`src/rtl/disp_queue.sv`:
```
// Clamping FIFO front end for the 7-segment driver; presents each queued value for at least
// HOLD_CYCLES and toggles disp_sel per new value. Saturation/ovf enabled by `define DISPQ_SAT_EN.
module disp_queue #(
    parameter int unsigned DEPTH       = 4,
    parameter int unsigned HOLD_CYCLES = 1000000
) (
    input  logic                    clk,
    input  logic                    rst,
    input  logic                    sel,
    input  logic                    we,
    input  logic                    clr,
    input  logic signed [15:0]      data_in,
    output logic                    full,
    output logic [$clog2(DEPTH):0]  count,
    output logic                    ovf,
    output logic [10:0]             disp_data,
    output logic                    disp_sel
);

    localparam int unsigned AW = $clog2(DEPTH);
    localparam int unsigned CW = AW + 1;
    localparam int unsigned HW = $clog2(HOLD_CYCLES);
    localparam logic [HW-1:0] HOLD_RELOAD = HW'(HOLD_CYCLES - 1);
    localparam logic [CW-1:0] DEPTH_CNT   = CW'(DEPTH);

    typedef enum logic {
        IDLE = 1'b0,
        SHOW = 1'b1
    } state_t;

    state_t          state_q;
    state_t          state_d;
    logic [HW-1:0]   hold_q;
    logic [HW-1:0]   hold_d;

    logic [10:0]     mem [DEPTH];
    logic [AW-1:0]   wr_ptr;
    logic [AW-1:0]   rd_ptr;
    logic [CW-1:0]   count_d;

    logic            flush_c;
    logic            push_c;
    logic            pop_c;
    logic [10:0]     cond_c;

    // A flush takes priority over any write presented in the same cycle
    assign flush_c = sel && clr;
    assign push_c  = sel && we && !full && !flush_c;

`ifdef DISPQ_SAT_EN
    localparam logic signed [15:0] SAT_MAX = 16'sd999;
    localparam logic signed [15:0] SAT_MIN = -16'sd999;

    logic clamp_c;

    always_comb begin
        cond_c  = data_in[10:0];
        clamp_c = 1'b0;
        if (data_in > SAT_MAX) begin
            cond_c  = 11'h3E7;
            clamp_c = 1'b1;
        end else if (data_in < SAT_MIN) begin
            cond_c  = 11'h419;
            clamp_c = 1'b1;
        end
    end

    // Sticky clamp indicator, cleared only by reset or flush
    always_ff @(posedge clk or negedge rst) begin
        if (!rst) begin
            ovf <= 1'b0;
        end else if (flush_c) begin
            ovf <= 1'b0;
        end else if (push_c && clamp_c) begin
            ovf <= 1'b1;
        end
    end
`else
    logic unused_c;

    assign cond_c   = data_in[10:0];
    assign ovf      = 1'b0;
    assign unused_c = ^data_in[15:11];
`endif

    // Presentation FSM: pop whenever the hold window has expired and data is waiting
    always_comb begin
        state_d = state_q;
        hold_d  = hold_q;
        pop_c   = 1'b0;
        case (state_q)
            IDLE: begin
                if (count != '0) begin
                    pop_c   = 1'b1;
                    hold_d  = HOLD_RELOAD;
                    state_d = SHOW;
                end
            end
            SHOW: begin
                if (hold_q != '0) begin
                    hold_d = hold_q - HW'(1);
                end else if (count != '0) begin
                    pop_c  = 1'b1;
                    hold_d = HOLD_RELOAD;
                end else begin
                    state_d = IDLE;
                end
            end
            default: begin
                state_d = IDLE;
                hold_d  = '0;
            end
        endcase
        if (flush_c) begin
            state_d = IDLE;
            hold_d  = '0;
            pop_c   = 1'b0;
        end
    end

    always_ff @(posedge clk or negedge rst) begin
        if (!rst) begin
            state_q <= IDLE;
            hold_q  <= '0;
        end else begin
            state_q <= state_d;
            hold_q  <= hold_d;
        end
    end

    assign count_d = count + CW'(push_c) - CW'(pop_c);

    // Pointers, occupancy and the presented value
    always_ff @(posedge clk or negedge rst) begin
        if (!rst) begin
            wr_ptr    <= '0;
            rd_ptr    <= '0;
            count     <= '0;
            full      <= 1'b0;
            disp_data <= '0;
            disp_sel  <= 1'b0;
        end else if (flush_c) begin
            wr_ptr <= '0;
            rd_ptr <= '0;
            count  <= '0;
            full   <= 1'b0;
        end else begin
            if (push_c) begin
                wr_ptr <= wr_ptr + AW'(1);
            end
            if (pop_c) begin
                rd_ptr    <= rd_ptr + AW'(1);
                disp_data <= mem[rd_ptr];
                disp_sel  <= ~disp_sel;
            end
            count <= count_d;
            full  <= (count_d == DEPTH_CNT);
        end
    end

    // Storage needs no reset; occupancy guards every read
    always_ff @(posedge clk) begin
        if (push_c) begin
            mem[wr_ptr] <= cond_c;
        end
    end

endmodule

```
`config.mk`:
```
export PLATFORM = sky130hd
export DESIGN_NAME = disp_queue
export DESIGN_NICKNAME = d
export VERILOG_FILES = /design/src/rtl/disp_queue.sv
export SDC_FILE = /design/constraint.sdc
export NUM_CORES = 1
export LEC_CHECK = 0
export ABC_AREA = 1
export BUFFER_PORTS_ARGS = -buffer_cell sky130_fd_sc_hd__buf_2
export CAP_MARGIN = 20
export CORE_ASPECT_RATIO = 0.8
export CORE_MARGIN = 2
export CORE_UTILIZATION = 58
export CTS_BUF_LIST = sky130_fd_sc_hd__clkbuf_4
export DETAILED_ROUTE_END_ITERATION = 7
export GPL_TIMING_DRIVEN = 0
export PLACE_DENSITY_LB_ADDON = 0.25
export SETUP_SLACK_MARGIN = 0.5
export SLEW_MARGIN = 20
export SYNTH_ARGS = -nofsm -noshare
export SYNTH_HDL_FRONTEND = slang
export SYNTH_SLANG_ARGS = --single-unit
export TNS_END_PERCENT = 50
```
`constraint.sdc`:
```
create_clock -name clk -period 2.95 [get_ports clk]
set_input_delay 0.1475 -clock clk [delete_from_list [all_inputs] [get_ports clk]]
set_output_delay 0.1475 -clock clk [all_outputs]
set_load 0.02 [all_outputs]
```
; Word level (Yosys, flattened, before mapping)
; Memories as Yosys holds them, arrays and structs flattened. A register that Yosys moved wholly into a read port is not among the register bits.
; Index checks and enable logic that the tools add are counted.
[op_classes]
add_sub_neg = 5
eq_ne = 1
n_mux = 19
bitwise = 3
n_reduce_logical = 12
[op_table]
columns = operator, n
row1 = two-way mux 20 bit, 3
row2 = one-hot mux 20 bit (2 select lines), 1
row3 = nonzero test 20 bit, 1
row4 = "subtractor 20 x 1 -> 20 bit, second input constant", 1
row5 = two-way mux 1 bit, 8
row6 = two-way mux 2 bit, 4
row7 = "adder 2 x 1 -> 2 bit, second input constant", 2
row8 = logical AND 1 bit, 4
row9 = one-hot mux 1 bit (2 select lines), 2
row10 = nonzero test 2 bit, 2
row11 = adder 3 x 1 -> 3 bit, 1
row12 = "== test 3 bit, second input constant", 1
row13 = zero test 1 bit, 3
row14 = two-way mux 3 bit, 1
row15 = NOT 1 bit, 3
row16 = nonzero test 3 bit, 1
row17 = subtractor 3 x 1 -> 3 bit, 1
row18 = AND reduction 2 bit, 1
[word_totals]
register_bits = 30
ram_bits = 44
inputBits = 21
out_inout_bits = 17
elab_cells = 48
memories = 1
[mem_list]
columns = memory, depth, width, rd, rd_clocked_by_memory_dff, write_ports, line
row1 = mem, 4, 11, 1, 1, 1, 36  ; logic [10:0] mem [DEPTH];

; Logic depth before layout (Yosys ltp)
; Gate-level depths: netlist of the first run.
[logic_depth]
word_depth = 8
mapped_depth = 17
mapped_depth_nobuf = 16

; Least setup slack after synthesis of the first run
; Ideal clock, no wire load.
[synth_timing]
path_kind = register to register
from = register hold_q[0]
to = register full
setup_ns = 0.116
arrival_ns = 2.589
required_time_ns = 2.834
slack_ns = 0.245
stages_incl_launch_ff = 18
path_buffers = 1
synth_period_minus_slack_ns = 2.705
path_cell_list = dfrtp_1 inv_1 ha_1 nand2_1 nor2_2 nand3_4 nand2_4 nand3_4 inv_2 buf_6 ha_1 inv_1 ha_1 inv_1 fa_1 or2_2 nand3_1 nor2_1
[synth_between]
elab_chain_len = 7
[synth_lines]
columns = element, line
row1 = start: declaration, 33  ; logic [HW-1:0] hold_q;
row2 = start signal: assignment, 127  ; hold_q <= hold_d;
row3 = nonzero test 20 bit, 100  ; if (hold_q != '0) begin
row4 = two-way mux 1 bit, 100
row5 = one-hot mux 1 bit (2 select lines), 91  ; case (state_q)
row6 = two-way mux 1 bit, 114  ; if (flush_c) begin
row7 = subtractor 3 x 1 -> 3 bit, 131  ; assign count_d = count + CW'(push_c) - CW'(pop_c);
row8 = == test 3 bit, 157  ; full <= (count_d == DEPTH_CNT);
row9 = two-way mux 1 bit, 142  ; end else if (flush_c) begin
row10 = end signal: assignment, 157
row11 = end: declaration, 13  ; output logic full,
; No other way between the ends.
; A chain may end at the register's enable or synchronous reset.

; Final worst setup path of the first run
[layout_timing]
from = register hold_q[3]
to = register full
; Same word-level chain as after synthesis.

==> flow_summary_export.csv, run 1 <==
group,metric,value,unit
run_status,status,"finished clean",
setup_path,r2r-end,"full$_DFF_PN0_",
drt,dr.pass1.iters,7,
timing,slew_headroom,27.8,%
setup_path,worstSetupPathType,"flip-flop to flip-flop",
global_route,overflow,0,
global_route,grt_max_degree,42,
global_route,grtUsageTotal,27.9,%
power,power_frac_comb,45.4,%
drt,antenna_left,0,
setup_path,ff2ff_setup_slack,0.42,ns
cts,clock-root-buffer,"clkbuf_4",
timing,rsz0062_at_grt,"yes",
power,p_int,0.00277,W
synth,synth_warnings,0,
drt,drt-met1-wl,4500,um
global_route,grt_pass1_wl,16700,um
min_path,hold_path.class,"input port to flip-flop",
setup_path,required,3.29,ns
synth,synthArstFlopShare,48.2,%
placed_design,gp_congestion,0.950,
cts,cts_tree,"done",
floorplanning,die_h,79.7,um
timing,fmax,0.395,GHz
placed_design,portBuffers,31,
power,p_sw_share,42.4,%
floorplanning,start_util,60.0,%
timing,finalCriticalPeriod,2.53,ns
placed_design,dpl_worst_slack,0.131,ns
drt,wl,10500,um
timing,fin_tns_setup,0,ns
drt,viasPerCell,5.77,
drt,avgRoutedWirePerCell,16.7,um
timing,setup_violations,0,
cells_and_area,layout.cells.non_filler,630,
synth,synth-seq-cells,85,
min_path,worstHoldPathCells,5,
power,switchingPower,0.00204,W
power,static-leakage-power,2.24,nW
synth,avgSynthCellArea,9.01,um^2
cts,cts_max_path_buffers,2,
cells_and_area,syn_to_final_growth,21.1,%
floorplanning,dieArea,0.00786,mm^2
timing,final-hold-violation-count,0,
synth,yosys_most_used_dff,"edfxtp_1",
cts,clock-sinks,85,
setup_path,worstSetupEndpointType,"flip-flop",
floorplanning,num_rows,27,
placed_design,dp_hpwl,6810,um
cells_and_area,layout_commonest_cell,"nand2_1",
setup_path,crit_path_end,"full$_DFF_PN0_",
setup_path,critPathLaunch,"hold_q[3]$_DFF_PN0_",
timing,timing.hold.ws,0.0693,ns
timing,worstMarginPinSlew,1.08,ns
power,vdd_drop_max,0.475,mV
timing,min_period_over_period,85.8,%
placed_design,dp_cells,579,
run,drv_cap,0,
floorplanning,die_w,98.6,um
setup_path,worstRegToRegCells,16,
cts,cts_htree_levels,3,
setup_path,arrival,2.87,ns
cells_and_area,layout.nets,568,
setup_path,start_kind,"flip-flop",
synth,synthCells,461,
synth,synth_area,0.00416,mm^2
synth,synth_edf_count,44,
floorplanning,io_pins,38,
drt,vias,3636,
drt,drc,0,
global_route,grt_antenna_before_repair,0,
cells_and_area,drive_gt1_share,21.5,%
timing,drv_slew,0,
floorplanning,core,0.00693,mm^2
timing,fin_ws,0.420,ns
drt,wl_met3,1180,um
cts,worstSkewPairLatency,0.44,ns
synth,ys_types,31,
setup_path,worst-path-max-fanout,4,
power,seq_power_share,36.4,%
cts,cts_buffers,9,
synth,yosysSeqAreaShare,56.5,%
power,pwr-share-clk,18.3,%
drt,route.met2.wl,4730,um
power,p_per_area,956,mW/mm^2
cells_and_area,num_antenna_cells,0,
cells_and_area,final_cell_mix,"106 x nand2_1, 76 x nor2_1, 44 x edfxtp_1",
cells_and_area,postLayoutCoreUtil,72.7,%
global_route,grt_pass1_vias,3408,
drt,top_layer,"met4",
setup_path,r2r-start,"hold_q[3]$_DFF_PN0_",
synth,synth_fp_nets,491,
timing,skew,0.0211,ns
drt,drtIter0Drc,421,
cts,clkSlewWorstSetupHoldPaths,0.14,ns
==> per-layer routing <==
metal	up-vias	GRT usage [%]
met1	1738	39.0
met4	0	8.36
li1	1681	-
met3	16	9.89
met2	201	41.4
met5	-	0
==> metrics by stage <==
step / total power, W / area (um^2)
floorplan: 0.00306 / 4220
global placement: 0.00354 / 4480
detailed placement: 0.00361 / 4480
CTS: 0.00473 / 5000
global route: 0.00512 / 5030
finish: 0.00481 / 5030
==> synth_stat cells (2+ instances only) <==
master,instances,area (um^2)
o21ai_0,30,150
ha_1,8,100
nor2_2,3,18.8
buf_2,2,10.0
a21oi_1,13,65.1
nand3_1,28,140
inv_2,3,11.3
xnor2_1,2,17.5
xor2_1,4,35.0
nand4_1,8,50.1
nand3_4,2,35.0
nor2_1,82,308
o32ai_1,11,96.3
nand2_1,109,409
edfxtp_1,44,1320
or2_2,2,12.5
o21ai_1,3,15.0
nand2_2,2,12.5
inv_1,36,135
o21bai_1,3,22.5
dfrtp_1,41,1030
nor3_1,4,20.0
clkbuf_1,13,48.8
==> registers in the layout, indices dropped and copies added, names as in the netlist <==
name / cells
wr_ptr: 2
hold_q: 20
count: 3
full: 1
disp_sel: 1
mem: 44
rd_ptr: 2
state_q: 1
disp_data: 11
==> how the worst min path moves through the flow <==
stage	from	endpoint	slack, ns
4_1_cts	we	wr_ptr[1]$_DFFE_PN0P_	0.04
5_1_grt	we	wr_ptr[1]$_DFFE_PN0P_	0.07
3_5_place_dp	rst	hold_q[15]$_DFF_PN0_	0.35
2_1_floorplan	rst	count[0]$_DFF_PN0_	-0.15
6_report	we	wr_ptr[1]$_DFFE_PN0P_	0.07
3_3_place_gp	rst	hold_q[15]$_DFF_PN0_	0.35
==> final cells by class <==
cell class / instances / area, um^2
timing repair buffer: 66 / 448
inverter: 39 / 149
fill: 497 / 1890
clock buffer: 9 / 67.6
clock inverter: 7 / 128
buffer: 17 / 81.3
multi-input combinational: 320 / 1700
sequential: 85 / 2360
tap: 87 / 109
==> power groups by stage <==
stage          Clock, W  Combinational [W]  Sequential [W]
2_1_floorplan         0            0.00121         0.00185
5_1_grt        0.000935            0.00240         0.00178
6_report       0.000879            0.00218         0.00175
3_5_place_dp          0            0.00184         0.00177
3_3_place_gp          0            0.00177         0.00177
4_1_cts        0.000889            0.00210         0.00174
==> cell families (layout without fill, tap and decap cells) <==
group | Yosys count | in the layout | synth area share (%)
other | 1 | 1 | 0.0902
AOI/OAI and AO/OA | 60 | 60 | 8.40
DFF | 85 | 85 | 56.5
xor gates and xnor gates | 6 | 6 | 1.26
and+or+nand+nor | 244 | 244 | 25.5
buffers and inverters | 56 | 138 | 5.39
adders and majority gates | 9 | 9 | 2.89
==> timing repair <==
item	in CTS	in global routing
gates cloned	0	0
pin swaps	10	4
hold buffers	12	0
endpoints found under the hold margin	85	0
setup buffers	20	3
setup endpoints to repair	3	3
resized for setup	18	3
==> worst max-delay path: stages, from the launching register on <==
cell and delay, ns:
dfrtp_2 0.46, nor2_4 0.18, nand2_2 0.09, nor2_4 0.14, nand3_4 0.11, nand2_4 0.09
nand3_4 0.10, inv_4 0.09, buf_8 0.11, ha_4 0.19, inv_2 0.06, ha_4 0.11
inv_2 0.03, fa_2 0.33, or2_4 0.23, nand3_2 0.07, nor2_1 0.05
No activity file was read; power rests on OpenSTA's default activity.
==> run 2, diff against run 1 <==
- HOLD_SLACK_MARGIN: unset -> 0.1
==> run 2 against run 1 <==
Against the previous run: non-clock buffer count rose by 3; global-route usage rose by 0.096 points; combinational power barely moved; critical path type unchanged.
==> flow_summary_export.csv, run 2 (synthesis gave the netlist of run 1 again) <==
group,metric,value,unit
run_status,status,"finished clean",
setup_path,critPathBufInv,4,
cells_and_area,multiInputGateArea,0.00170,mm^2
timing,min_period_over_period,85.3,%
cells_and_area,num_antenna_cells,0,
setup_path,worstSetupEndpointType,"flip-flop",
timing,worstMarginPinSlew,1.04,ns
setup_path,worstPathCellList,"nor2_4 > nand2_2 > nor2_4 > nand3_4 > nand2_4 > nand3_4 > inv_4 > buf_8 > ha_4 > inv_2 > ha_4 > inv_2 > fa_2 > or2_4 > nand3_2 > nor2_1",
cells_and_area,layout.nets,571,
floorplanning,io_pins,38,
placed_design,dpl_cell_area,0.00448,mm^2
cts,worstSkewPairLatency,0.44,ns
drt,drtIter0Drc,455,
floorplanning,start_util,60.0,%
cells_and_area,final_cell_mix,"106 x nand2_1, 76 x nor2_1, 44 x edfxtp_1",
drt,avgRoutedWirePerCell,16.7,um
setup_path,slowest_delay,0.46,ns
drt,antenna_left,0,
run,drv_cap,0,
global_route,grt_pass1_wl,16800,um
setup_path,critical-path-top-delay-family,"simple AND/OR/NAND/NOR gates",
cts,clock-sinks,85,
cells_and_area,syn_to_final_growth,21.9,%
floorplanning,core,0.00693,mm^2
cts,clock-root-buffer,"clkbuf_4",
timing,setup_violations,0,
global_route,grtUsageTotal,28.0,%
cells_and_area,drive_gt1_share,21.4,%
cts,clkSlewWorstSetupHoldPaths,0.14,ns
timing,rsz0062_at_grt,"yes",
setup_path,crit_slowest_cell,"dfrtp_2",
floorplanning,die_h,79.7,um
floorplanning,num_rows,27,
timing,drv_slew,0,
setup_path,worstSetupPathType,"flip-flop to flip-flop",
setup_path,ff2ff_setup_slack,0.43,ns
cells_and_area,largestRegisters,"mem (44), hold_q (20), disp_data (11)",
setup_path,arrival,2.86,ns
timing,final-hold-violation-count,0,
global_route,grt_util_met1,39.2,%
cts,cts_buffers,9,
setup_path,worst-path-max-fanout,4,
power,p_per_area,952,mW/mm^2
placed_design,dp_hpwl,6810,um
timing,slew_headroom,30.2,%
timing,fin_ws,0.432,ns
setup_path,start_kind,"flip-flop",
cells_and_area,layout_commonest_cell,"nand2_1",
global_route,grt_antenna_before_repair,0,
cells_and_area,design_area,0.00506,mm^2
setup_path,required,3.29,ns
timing,finalCriticalPeriod,2.52,ns
cells_and_area,largest-register,"mem",
timing,skew,0.0204,ns
global_route,use_met3,9.89,%
global_route,grt_use_met2,41.6,%
drt,wl,10600,um
cts,cts_max_path_buffers,2,
cts,cts_htree_levels,3,
global_route,grt.busiest_layer,"met2",
floorplanning,die_w,98.6,um
floorplanning,dieArea,0.00786,mm^2
min_path,hold_path.class,"input port to flip-flop",
cells_and_area,fillerInstances,488,
power,static-leakage-power,2.25,nW
cts,cts_tree,"done",
drt,drc,0,
global_route,grt_pass1_vias,3423,
drt,dr.pass1.iters,5,
cells_and_area,seq_area,0.00236,mm^2
placed_design,gp_congestion,0.950,
timing,fmax,0.397,GHz
placed_design,portBuffers,31,
drt,vias,3608,
global_route,grt_max_degree,42,
placed_design,dpl_worst_slack,0.131,ns
cells_and_area,largest_reg_flops,44,
global_route,overflow,0,
power,vdd_drop_max,0.473,mV
timing,fin_tns_setup,0,ns
drt,viasPerCell,5.70,
-- run 2: cell count changes in the layout (fill, tap and decap cells not counted), sizes merged --
cell and delta:
dlygate4sd3 +3
-- run 2: metrics by stage --
| step | total power, W | hold WS, ns | cells | util, % |
|---|---|---|---|---|
| 2_1_floorplan | 0.00306 | -0.148 | 461 | - |
| 3_3_place_gp | 0.00354 | 0.346 | 579 | 64.8 |
| 3_5_place_dp | 0.00361 | 0.347 | 579 | 64.8 |
| 4_1_cts | 0.00473 | 0.166 | 630 | 72.6 |
| 5_1_grt | 0.00512 | 0.219 | 633 | 73.1 |
| 6_report | 0.00482 | 0.213 | 633 | 73.1 |
-- run 2: report_power, final --
part | internal [W] | leakage [nW] | switching (W)
Clock | 0.000443 | 0.103 | 0.000438
Sequential | 0.00152 | 0.899 | 0.000231
Combinational | 0.000814 | 1.25 | 0.00138
-- run 2: timing repair --
item                                    CTS  global route
gates cloned                              0             0
gates resized for setup                  18             3
hold buffers                             15             0
endpoints found under the hold margin    87             0
setup buffers                            20             3
pin swaps                                10             4
endpoints found under the setup margin    3             3
-- run 2: final timing paths --
check | from | endpoint | cells past startpoint
max in group asynchronous | rst | hold_q[8]$_DFF_PN0_ | 2
min in group asynchronous | rst | hold_q[19]$_DFF_PN0_ | 2
worst max register to register | hold_q[3]$_DFF_PN0_ | full$_DFF_PN0_ | 16
worst min-delay path | sel | wr_ptr[0]$_DFFE_PN0P_ | 6
worst max-delay path | hold_q[3]$_DFF_PN0_ | full$_DFF_PN0_ | 16
worst min register to register | disp_sel$_DFFE_PN0P_ | disp_sel$_DFFE_PN0P_ | 1
-- run 2: worst min-delay path, cell delays in order --
cell	delay, ns
buf_2	0.11
nand2_1	0.06
nor2_1	0.06
nor2_1	0.12
nand2_1	0.06
o21ai_0	0.06
-- run 2: final cells by class --
type | instances | area share [%]
plain buffers | 17 | 1.61
clock buffers | 9 | 1.33
clock inverters | 7 | 2.52
inverters | 39 | 2.94
multi-input cells | 320 | 33.5
flip-flops and latches | 85 | 46.5
well taps | 87 | 2.15
repair buffers | 69 | 9.44
-- run 2: metal layers --
metal  routed length [um]  share of wire, %
met5                    0                 0
met4                  139               1.3
met3                 1120                11
met2                 4730                45
met1                 4560                43
